==> src/rtl/cfg_reg_arbiter_if.sv <==
// Write-side bus of the config register bank: two requester ports plus commit status.
// A transfer happens on a port when valid && ready at a rising clock edge. The requester holds
// valid/addr/data stable until it sees ready. Ready is combinational and never waits on the other port's ready.
interface cfg_reg_arbiter_if #(
    parameter int ADDR_W = 7
);
    logic              a_valid;
    logic              a_ready;
    logic [ADDR_W-1:0] a_addr;
    logic [7:0]        a_data;
    logic              b_valid;
    logic              b_ready;
    logic [ADDR_W-1:0] b_addr;
    logic [7:0]        b_data;
    logic              wr_done;
    logic              wr_err;
    logic              wr_src;

    modport master (
        output a_valid, a_addr, a_data, b_valid, b_addr, b_data,
        input  a_ready, b_ready, wr_done, wr_err, wr_src
    );

    modport slave (
        input  a_valid, a_addr, a_data, b_valid, b_addr, b_data,
        output a_ready, b_ready, wr_done, wr_err, wr_src
    );
endinterface

==> src/rtl/cfg_reg_arbiter.sv <==
// Register bank with a round-robin two-port write arbiter and a one-deep commit stage.
// Writes accepted at edge N land in the bank at edge N+1, with a one-cycle wr_done pulse.
module cfg_reg_arbiter #(
    parameter int NUM_REGS = 5,
    parameter int ADDR_W   = 7
) (
    input  logic                  clk,
    input  logic                  rst_n,
    cfg_reg_arbiter_if.slave      bus,
    input  logic [ADDR_W-1:0]     rd_addr,
    output logic [7:0]            rd_data,
    output logic [8*NUM_REGS-1:0] cfg_regs,
    output logic [7:0]            uo_out
);

    typedef enum logic {SRC_A = 1'b0, SRC_B = 1'b1} src_e;

    src_e              last_grant;
    logic              grant_a;
    logic              grant_b;
    logic              stg_valid;
    src_e              stg_src;
    logic [ADDR_W-1:0] stg_addr;
    logic [7:0]        stg_data;
    logic              stg_in_range;
    logic [7:0]        regs [NUM_REGS];

    // On contention, the port that lost the previous grant wins. Both readies are held low during reset.
    always_comb begin
        grant_a = 1'b0;
        grant_b = 1'b0;
        if (rst_n) begin
            if (bus.a_valid && (!bus.b_valid || last_grant == SRC_B)) begin
                grant_a = 1'b1;
            end else if (bus.b_valid) begin
                grant_b = 1'b1;
            end
        end
    end

    assign bus.a_ready = grant_a;
    assign bus.b_ready = grant_b;

    always_ff @(posedge clk or negedge rst_n) begin
        if (!rst_n) begin
            last_grant <= SRC_B;
        end else if (grant_a) begin
            last_grant <= SRC_A;
        end else if (grant_b) begin
            last_grant <= SRC_B;
        end
    end

    always_ff @(posedge clk or negedge rst_n) begin
        if (!rst_n) begin
            stg_valid <= 1'b0;
            stg_src   <= SRC_A;
            stg_addr  <= '0;
            stg_data  <= '0;
        end else if (grant_a) begin
            stg_valid <= 1'b1;
            stg_src   <= SRC_A;
            stg_addr  <= bus.a_addr;
            stg_data  <= bus.a_data;
        end else if (grant_b) begin
            stg_valid <= 1'b1;
            stg_src   <= SRC_B;
            stg_addr  <= bus.b_addr;
            stg_data  <= bus.b_data;
        end else begin
            stg_valid <= 1'b0;
        end
    end

    // The full address is compared, so high addresses never alias onto the bank.
    assign stg_in_range = (stg_addr < ADDR_W'(NUM_REGS));

    always_ff @(posedge clk or negedge rst_n) begin
        if (!rst_n) begin
            for (int i = 0; i < NUM_REGS; i++) begin
                regs[i] <= '0;
            end
        end else if (stg_valid && stg_in_range) begin
            for (int i = 0; i < NUM_REGS; i++) begin
                if (stg_addr == ADDR_W'(i)) begin
                    regs[i] <= stg_data;
                end
            end
        end
    end

    always_ff @(posedge clk or negedge rst_n) begin
        if (!rst_n) begin
            bus.wr_done <= 1'b0;
            bus.wr_err  <= 1'b0;
            bus.wr_src  <= 1'b0;
        end else if (stg_valid) begin
            bus.wr_done <= 1'b1;
            bus.wr_err  <= !stg_in_range;
            bus.wr_src  <= stg_src;
        end else begin
            bus.wr_done <= 1'b0;
            bus.wr_err  <= 1'b0;
            bus.wr_src  <= 1'b0;
        end
    end

    always_comb begin
        rd_data = '0;
        for (int i = 0; i < NUM_REGS; i++) begin
            if (rd_addr == ADDR_W'(i)) begin
                rd_data = regs[i];
            end
        end
    end

    for (genvar g = 0; g < NUM_REGS; g++) begin : g_flat
        assign cfg_regs[8*g +: 8] = regs[g];
    end

    assign uo_out = regs[0];

endmodule

==> src/flat_wrapper.sv <==
// flat-port wrapper written by rule: the top's interface ports become plain ports
module cfg_reg_arbiter_flat 
#(
    parameter int NUM_REGS = 5,
    parameter int ADDR_W   = 7
)
  (clk, rst_n, rd_addr, rd_data, cfg_regs, uo_out, bus_a_valid, bus_a_addr, bus_a_data, bus_b_valid, bus_b_addr, bus_b_data, bus_a_ready, bus_b_ready, bus_wr_done, bus_wr_err, bus_wr_src);
  cfg_reg_arbiter_if #(.ADDR_W(ADDR_W)) bus_i ();
  input  logic clk;
  input  logic rst_n;
  input  logic [ADDR_W-1:0] rd_addr;
  output logic [7:0] rd_data;
  output logic [8*NUM_REGS-1:0] cfg_regs;
  output logic [7:0] uo_out;
  input wire logic [$bits(bus_i.a_valid)-1:0] bus_a_valid;
  input wire logic [$bits(bus_i.a_addr)-1:0] bus_a_addr;
  input wire logic [$bits(bus_i.a_data)-1:0] bus_a_data;
  input wire logic [$bits(bus_i.b_valid)-1:0] bus_b_valid;
  input wire logic [$bits(bus_i.b_addr)-1:0] bus_b_addr;
  input wire logic [$bits(bus_i.b_data)-1:0] bus_b_data;
  output wire logic [$bits(bus_i.a_ready)-1:0] bus_a_ready;
  output wire logic [$bits(bus_i.b_ready)-1:0] bus_b_ready;
  output wire logic [$bits(bus_i.wr_done)-1:0] bus_wr_done;
  output wire logic [$bits(bus_i.wr_err)-1:0] bus_wr_err;
  output wire logic [$bits(bus_i.wr_src)-1:0] bus_wr_src;
  assign bus_i.a_valid = bus_a_valid;
  assign bus_i.a_addr = bus_a_addr;
  assign bus_i.a_data = bus_a_data;
  assign bus_i.b_valid = bus_b_valid;
  assign bus_i.b_addr = bus_b_addr;
  assign bus_i.b_data = bus_b_data;
  assign bus_a_ready = bus_i.a_ready;
  assign bus_b_ready = bus_i.b_ready;
  assign bus_wr_done = bus_i.wr_done;
  assign bus_wr_err = bus_i.wr_err;
  assign bus_wr_src = bus_i.wr_src;
  cfg_reg_arbiter #(.NUM_REGS(NUM_REGS), .ADDR_W(ADDR_W)) u_core (.clk(clk), .rst_n(rst_n), .bus(bus_i), .rd_addr(rd_addr), .rd_data(rd_data), .cfg_regs(cfg_regs), .uo_out(uo_out));
endmodule
==> config.mk <==
export PLATFORM = sky130hd
export DESIGN_NAME = cfg_reg_arbiter_flat
export DESIGN_NICKNAME = d
export VERILOG_FILES = /design/src/rtl/cfg_reg_arbiter_if.sv /design/src/rtl/cfg_reg_arbiter.sv /design/src/flat_wrapper.sv
export SDC_FILE = /design/constraint.sdc
export NUM_CORES = 1
export LEC_CHECK = 0
export CORE_ASPECT_RATIO = 1.5
export CORE_MARGIN = 1
export CORE_UTILIZATION = 49
export CTS_CLUSTER_DIAMETER = 80
export DETAILED_ROUTE_END_ITERATION = 8
export HOLD_SLACK_MARGIN = 0.06
export PLACE_DENSITY = 0.94
export RECOVER_POWER = 25
export SYNTH_ARGS = -nofsm -noshare
export SYNTH_HDL_FRONTEND = slang
export SYNTH_SLANG_ARGS = --single-unit
==> constraint.sdc <==
create_clock -name clk -period 4.31 [get_ports clk]
set_input_delay 1.293 -clock clk [delete_from_list [all_inputs] [get_ports clk]]
set_output_delay 1.293 -clock clk [all_outputs]
set_load 0.01 [all_outputs]
==> impl_metrics.yaml, run 1 <==
die:
  fp.dieH_um: 97.1
  initial_core_util: 0.510
  rows: 34
  fp.dieW_um: 65.4
  fp.dieArea_um2: 6340
  core-area_um2: 5790
  ios: 102
cells_and_area:
  regArea_um2: 1530
  final_cells: 411
  diodes: 0
  syn_to_final_growth_pct: 42.2
  post-route-util: 0.726
  nets: 375
  multi_input_area_um2: 1290
  drive_gt1_frac: 0.333
  nFillCells: 412
placed_design:
  hpwlAfterDp_um: 5310
  dp_cells: 393
  gp_congestion: 0.797
  dp_slack_ns: -0.165
  portBuffers: 101
detailed_routing:
  dr.pass1.iters: 4
  wl_um: 7140
  route.detailed.drc: 0
  drt_iter0_markers: 69
  via_count: 2246
  wl_per_cell_um: 17.4
  vias_per_cell: 5.46
  antenna_left: 0
synthesis:
  async_flop_share: 1.00
  synth_cell_types: 29
  synth_area_um2: 2950
  synth_top_family_by_area: "multiplexers"
  synth_edf_count: 0
  yosys_warnings: 0
  synth.area.mux_share: 0.297
  syn_nets: 263
  synthSimpleGateAreaFrac: 0.0733
  synthAdderAreaFrac: 0
  synth_xor_area_frac: 0
  synth-seq-cells: 61
  syn-instance-count: 222
  yosys_most_used_dff: "dfrtp_1"
  yosysSeqAreaShare: 0.518
  synth.avg_cell_area_um2: 13.3
  synth_compound_area_frac: 0.0738
clocking:
  clkLatencyLatePin_ns: 0.33
  cts_max_level: 3
  root_buffer: "clkbuf_8"
  cts_made_buffers: 9
  cts_max_path_buffers: 2
  cts.sinks: 61
  cts_tree: "yes"
  clk_pin_slew_ns: 0.06
  ctsHoldBuffers: 0
global_routing:
  grt_pass1_wl_um: 11400
  antenna_found_initial: 0
  grt_usage: 0.244
  grt_pass1_vias: 2346
  gr-total-overflow: 0
  grt_max_degree: 67
worst_setup_path:
  path_buf_inv: 3
  crit_path_start: "rd_addr[3]"
  crit_required_ns: 3.02
  worstPathMaxFanout: 3
  cp-end-kind: "output pin"
  cp-start-kind: "primary input"
  critPathMaxStageDelay_ns: 0.55
  critical_path_class: "in -> out"
  path_delay_family: "buffers and inverters"
  reg2reg_from: "u_core.stg_addr[3]"
  cp_cell_sequence: "clkdlybuf4s50_1, or4_4, buf_4, a21oi_1, dlygate4sd2_1"
  crit_arrival_ns: 2.87
  crit_path_top_delay_cell: "or4_4"
pwr:
  comb_power_share: 0.319
  peakVddDrop_mv: 0.244
  powerDensity_nw_per_um2: 427
  leakage_nw: 1.94
  switchingPower_w: 0.000516
  p_sw_frac: 0.288
  pwr-share-seq: 0.453
  clkPwrFrac: 0.228
  p_int_w: 0.00128
timing:
  setup_viol: 0
  max_freq_mhz: 240
  maxSlewViolCount: 67
  worst_pin_slew_ns: 1.52
  fin_ws_ns: 0.144
  fin_skew_ns: 0.00903
  period_minus_slack_ns: 4.17
  finalHoldViolations: 0
  fin_crit_sh: 0.967
  rsz0062_at_grt: "no"
  slew-limit-headroom: -0.0111
run_status:
  status: "complete, but fails checks"
  violations: "max-capacitance violations, max-slew violations"
min_path:
  min_from: "u_core.stg_src"
  hold_class: "reg -> reg"
flow_run:
  cap_violations: 1
## worst register-to-register path, stage by stage (launching register included)
cell     delay (ns)
dfrtp_1        0.37
nor4_1         1.02
nand4_1        0.69
mux2_2         0.48
## per-layer routing
metal	track usage	share of wire	routed length [µm]
met4	0.100	0.022	159
met3	0.0528	0.046	329
met1	0.275	0.37	2650
met5	0	0	0
met2	0.431	0.56	4000
## cells in the final DEF (no fill, tap or decap), types with 2 or more instances in the layout
master,netlist,routed
clkdlybuf4s50_1,0,90
mux2_2,74,74
dfrtp_1,60,60
buf_4,8,14
a21oi_1,12,12
dlygate4sd2_1,0,10
nand2_1,9,9
clkbuf_8,0,9
a22oi_1,8,8
o21ai_0,6,6
nor2_1,6,6
nor2b_1,5,5
clkbuf_1,3,5
o221a_2,4,4
inv_1,3,3
clkinv_2,0,3
mux2i_1,2,2
nand4b_2,2,2
nand4_2,3,2
## stage by stage
step | hold WS, ns | instance area, µm² | TNS (ns) | total power [W]
2_1_floorplan | 0.352 | 2950 | 0 | 0.00108
3_3_place_gp | 0.465 | 4060 | -0.836 | 0.00138
3_5_place_dp | 0.476 | 4060 | -1.00 | 0.00140
4_1_cts | 0.490 | 4220 | 0 | 0.00181
5_1_grt | 0.514 | 4200 | 0 | 0.00188
6_report | 0.491 | 4200 | 0 | 0.00179
## cells by family (layout without fill, tap and decap cells)
| family | after synthesis | count (layout) |
|---|---|---|
| mux | 77 | 77 |
| compound gates | 33 | 33 |
| flops | 61 | 61 |
| buf+inv | 19 | 136 |
| simple gates | 32 | 32 |
## cell type report
| cell class | count | share of cell area |
|---|---|---|
| clock inverters | 3 | 0.00358 |
| inverters | 3 | 0.00268 |
| repair buffers | 117 | 0.267 |
| clock buffers | 13 | 0.0331 |
| flip-flops and latches | 61 | 0.364 |
| well taps | 72 | 0.0215 |
| multi-input cells | 142 | 0.308 |
## power by group through the flow
stage	clock (W)	sequential, W	combinational (W)
floorplan	0	0.000839	0.000239
global placement	0	0.000817	0.000559
detailed placement	0	0.000825	0.000579
CTS	0.000416	0.000815	0.000582
global route	0.000441	0.000829	0.000613
finish	0.000408	0.000812	0.000572
## flip-flops by register name (all words and copies together), names as in the netlist
signal              cells
u_core.stg_data         8
u_core.uo_out           8
u_core.stg_src          1
u_core.bus.wr_src       1
u_core.stg_valid        1
u_core.cfg_regs        32
u_core.stg_addr         7
u_core.last_grant       1
u_core.bus.wr_err       1
u_core.bus.wr_done      1
## worst paths after layout
kind,endpoint,slack [ns],depth (start not counted)
min in group asynchronous,u_core.uo_out[2],1.52,2
worst max register to register,u_core.cfg_regs[33],1.64,3
worst min register to register,u_core.stg_src,0.49,1
worst min-delay path,u_core.stg_src,0.49,1
max in group asynchronous,u_core.uo_out[0],1.89,2
worst max-delay path,rd_data[3],0.14,5
## Yosys cell counts, drive strengths merged (2+ instances only)
| master | instances | area, µm² |
|---|---|---|
| mux2 | 74 | 833 |
| dfrtp | 60 | 1500 |
| buf | 13 | 91.3 |
| a21oi | 12 | 60.1 |
| nand2 | 9 | 33.8 |
| a22oi | 8 | 60.1 |
| nor2 | 6 | 22.5 |
| o21ai | 6 | 30.0 |
| nor2b | 5 | 31.3 |
| o221a | 4 | 45.0 |
| clkbuf | 3 | 11.3 |
| inv | 3 | 11.3 |
| nand4 | 3 | 37.5 |
| mux2i | 2 | 20.0 |
| nand4b | 2 | 30.0 |
## what timing repair did
action	4_1_cts	5_1_grt
setup buffers	2	0
endpoints found under the setup margin	8	0
endpoints found under the hold margin	0	0
resized for setup	11	0
Note: power is estimated with default switching activity, not from simulation.
==> run 2: changes to the inputs <==
--- a/config.mk
+++ b/config.mk
@@ -6,7 +6,6 @@
 export NUM_CORES = 1
 export LEC_CHECK = 0
 export CORE_ASPECT_RATIO = 1.5
-export CORE_MARGIN = 1
 export CORE_UTILIZATION = 49
 export CTS_CLUSTER_DIAMETER = 80
 export DETAILED_ROUTE_END_ITERATION = 8
==> results of run 2 <==
Same layout as run 1: the final DEF is identical, and so are final timing and power.
==> run 3: changes to the inputs <==
--- a/config.mk
+++ b/config.mk
@@ -10,7 +10,7 @@
 export CTS_CLUSTER_DIAMETER = 80
 export DETAILED_ROUTE_END_ITERATION = 8
 export HOLD_SLACK_MARGIN = 0.06
-export PLACE_DENSITY = 0.94
+export PLACE_DENSITY = 0.9
 export RECOVER_POWER = 25
 export SYNTH_ARGS = -nofsm -noshare
 export SYNTH_HDL_FRONTEND = slang
==> impl_metrics.yaml, run 3 (synthesis gave the netlist of run 1 again) <==
run_status:
  status: "complete, but fails checks"
  violations: "max-capacitance violations, max-slew violations"
placed_design:
  dp_slack_ns: -0.154
  hpwlAfterDp_um: 5180
  gp_congestion: 0.802
  portBuffers: 101
worst_setup_path:
  rrSetupSlack_ns: 1.72
  crit_required_ns: 3.02
  rr_endpoint: "u_core.cfg_regs[30]"
  crit_arrival_ns: 2.88
  cp_cell_sequence: "clkdlybuf4s50_1, nor2b_1, or2_1, inv_1, clkdlybuf4s50_1"
  crit_path_top_delay_cell: "clkdlybuf4s50_1"
  worstPathMaxFanout: 7
  cp-endpoint: "bus_a_ready"
  r2r_cells: 3
  crit_top_cell: "clkdlybuf4s50_1"
  critPathMaxStageDelay_ns: 0.53
  cp-start-kind: "primary input"
  critical_path_class: "in -> out"
  reg2reg_from: "u_core.stg_addr[3]"
  crit_path_start: "bus_b_valid"
  cp-end-kind: "output pin"
pwr:
  leakage_nw: 1.95
  powerDensity_nw_per_um2: 443
  peakVddDrop_mv: 0.310
detailed_routing:
  wl_um: 7060
  drt_iter0_markers: 75
  wl_per_cell_um: 17.3
  antenna_left: 0
  route.detailed.drc: 0
  dr.pass1.iters: 4
  via_count: 2246
  vias_per_cell: 5.52
die:
  ios: 102
  initial_core_util: 0.510
  fp.dieW_um: 65.4
  fp.dieArea_um2: 6340
  fp.dieH_um: 97.1
  rows: 34
  core-area_um2: 5790
clocking:
  cts_max_path_buffers: 2
  cts_tree: "yes"
  ctsHoldBuffers: 0
  cts_made_buffers: 9
  cts_max_level: 3
  clkLatencyLatePin_ns: 0.34
  cts.sinks: 61
  clk_pin_slew_ns: 0.06
  root_buffer: "clkbuf_8"
timing:
  fin_ws_ns: 0.136
  fin_crit_sh: 0.968
  worst_pin_slew_ns: 1.56
  maxSlewViolCount: 66
  slew-limit-headroom: -0.0398
  max_freq_mhz: 240
  setup_viol: 0
  rsz0062_at_grt: "no"
  period_minus_slack_ns: 4.17
  fin_skew_ns: 0.0109
  finalHoldViolations: 0
  setup_tns_ns: 0
global_routing:
  grt_usage: 0.245
  grt_pass1_vias: 2351
  gr-total-overflow: 0
  antenna_found_initial: 0
  grt_max_degree: 66
  grt_pass1_wl_um: 11600
cells_and_area:
  nets: 373
  largest_reg_flops: 32
  syn_to_final_growth_pct: 42.8
  final_common_cell: "clkdlybuf4s50_1"
  drive_gt1_frac: 0.334
  diodes: 0
  final_cell_mix: "clkdlybuf4s50_1 (90), mux2_2 (74), dfrtp_1 (60), a21oi_1 (12), buf_4 (12)"
min_path:
  hold_class: "reg -> reg"
flow_run:
  cap_violations: 1
[run 3: layout make-up]
| cell class | count | area, µm² |
|---|---|---|
| flip-flops and latches | 61 | 1530 |
| well taps | 72 | 90.1 |
| repair buffers | 115 | 1110 |
| inverters | 3 | 11.3 |
| fillers | 424 | 1570 |
| clock buffers | 12 | 145 |
| multi-input cells | 142 | 1300 |
| clock inverters | 2 | 35.0 |
[run 3: timing repair]
action	CTS	global route
setup endpoints to repair	8	0
resized for setup	11	0
setup buffers	3	0
[run 3: worst max-delay path: cells and delay by family]
family	cells	cell delay, ns
buffers and inverters	3	1.13
AND/OR/NAND/NOR	2	0.46
[run 3: metal layers]
layer / global-route usage / wire length (µm)
met1: 0.302 / 2840
met3: 0.0587 / 313
met5: 0 / 0
met2: 0.400 / 3760
met4: 0.110 / 145
[run 3: worst min-delay path by stage]
stage,startpoint,end,slack (ns),cells after the start
after detailed placement,u_core.stg_src,u_core.bus.wr_src,0.47,1
after global placement,u_core.stg_src,u_core.stg_src,0.47,1
after floorplan,u_core.stg_valid,u_core.bus.wr_done,0.35,0
after global routing,u_core.stg_src,u_core.bus.wr_src,0.53,1
final,u_core.stg_src,u_core.bus.wr_src,0.49,1
after CTS,u_core.stg_src,u_core.bus.wr_src,0.49,1
[run 3: where the power goes]
group | switching [W] | internal [W] | total, W
Combinational | 0.000196 | 0.000372 | 0.000568
Sequential | 0.000121 | 0.000698 | 0.000818
Clock | 0.000205 | 0.000276 | 0.000481
Total | 0.000522 | 0.00135 | 0.00187
[run 3: stage by stage]
stage	utilization	cells	instance area, µm²	hold slack, ns	power, W
2_1_floorplan	-	222	2950	0.352	0.00108
3_3_place_gp	0.698	390	4040	0.465	0.00138
3_5_place_dp	0.698	390	4040	0.475	0.00140
4_1_cts	0.732	407	4230	0.489	0.00189
5_1_grt	0.729	407	4220	0.530	0.00196
6_report	0.729	407	4220	0.488	0.00187
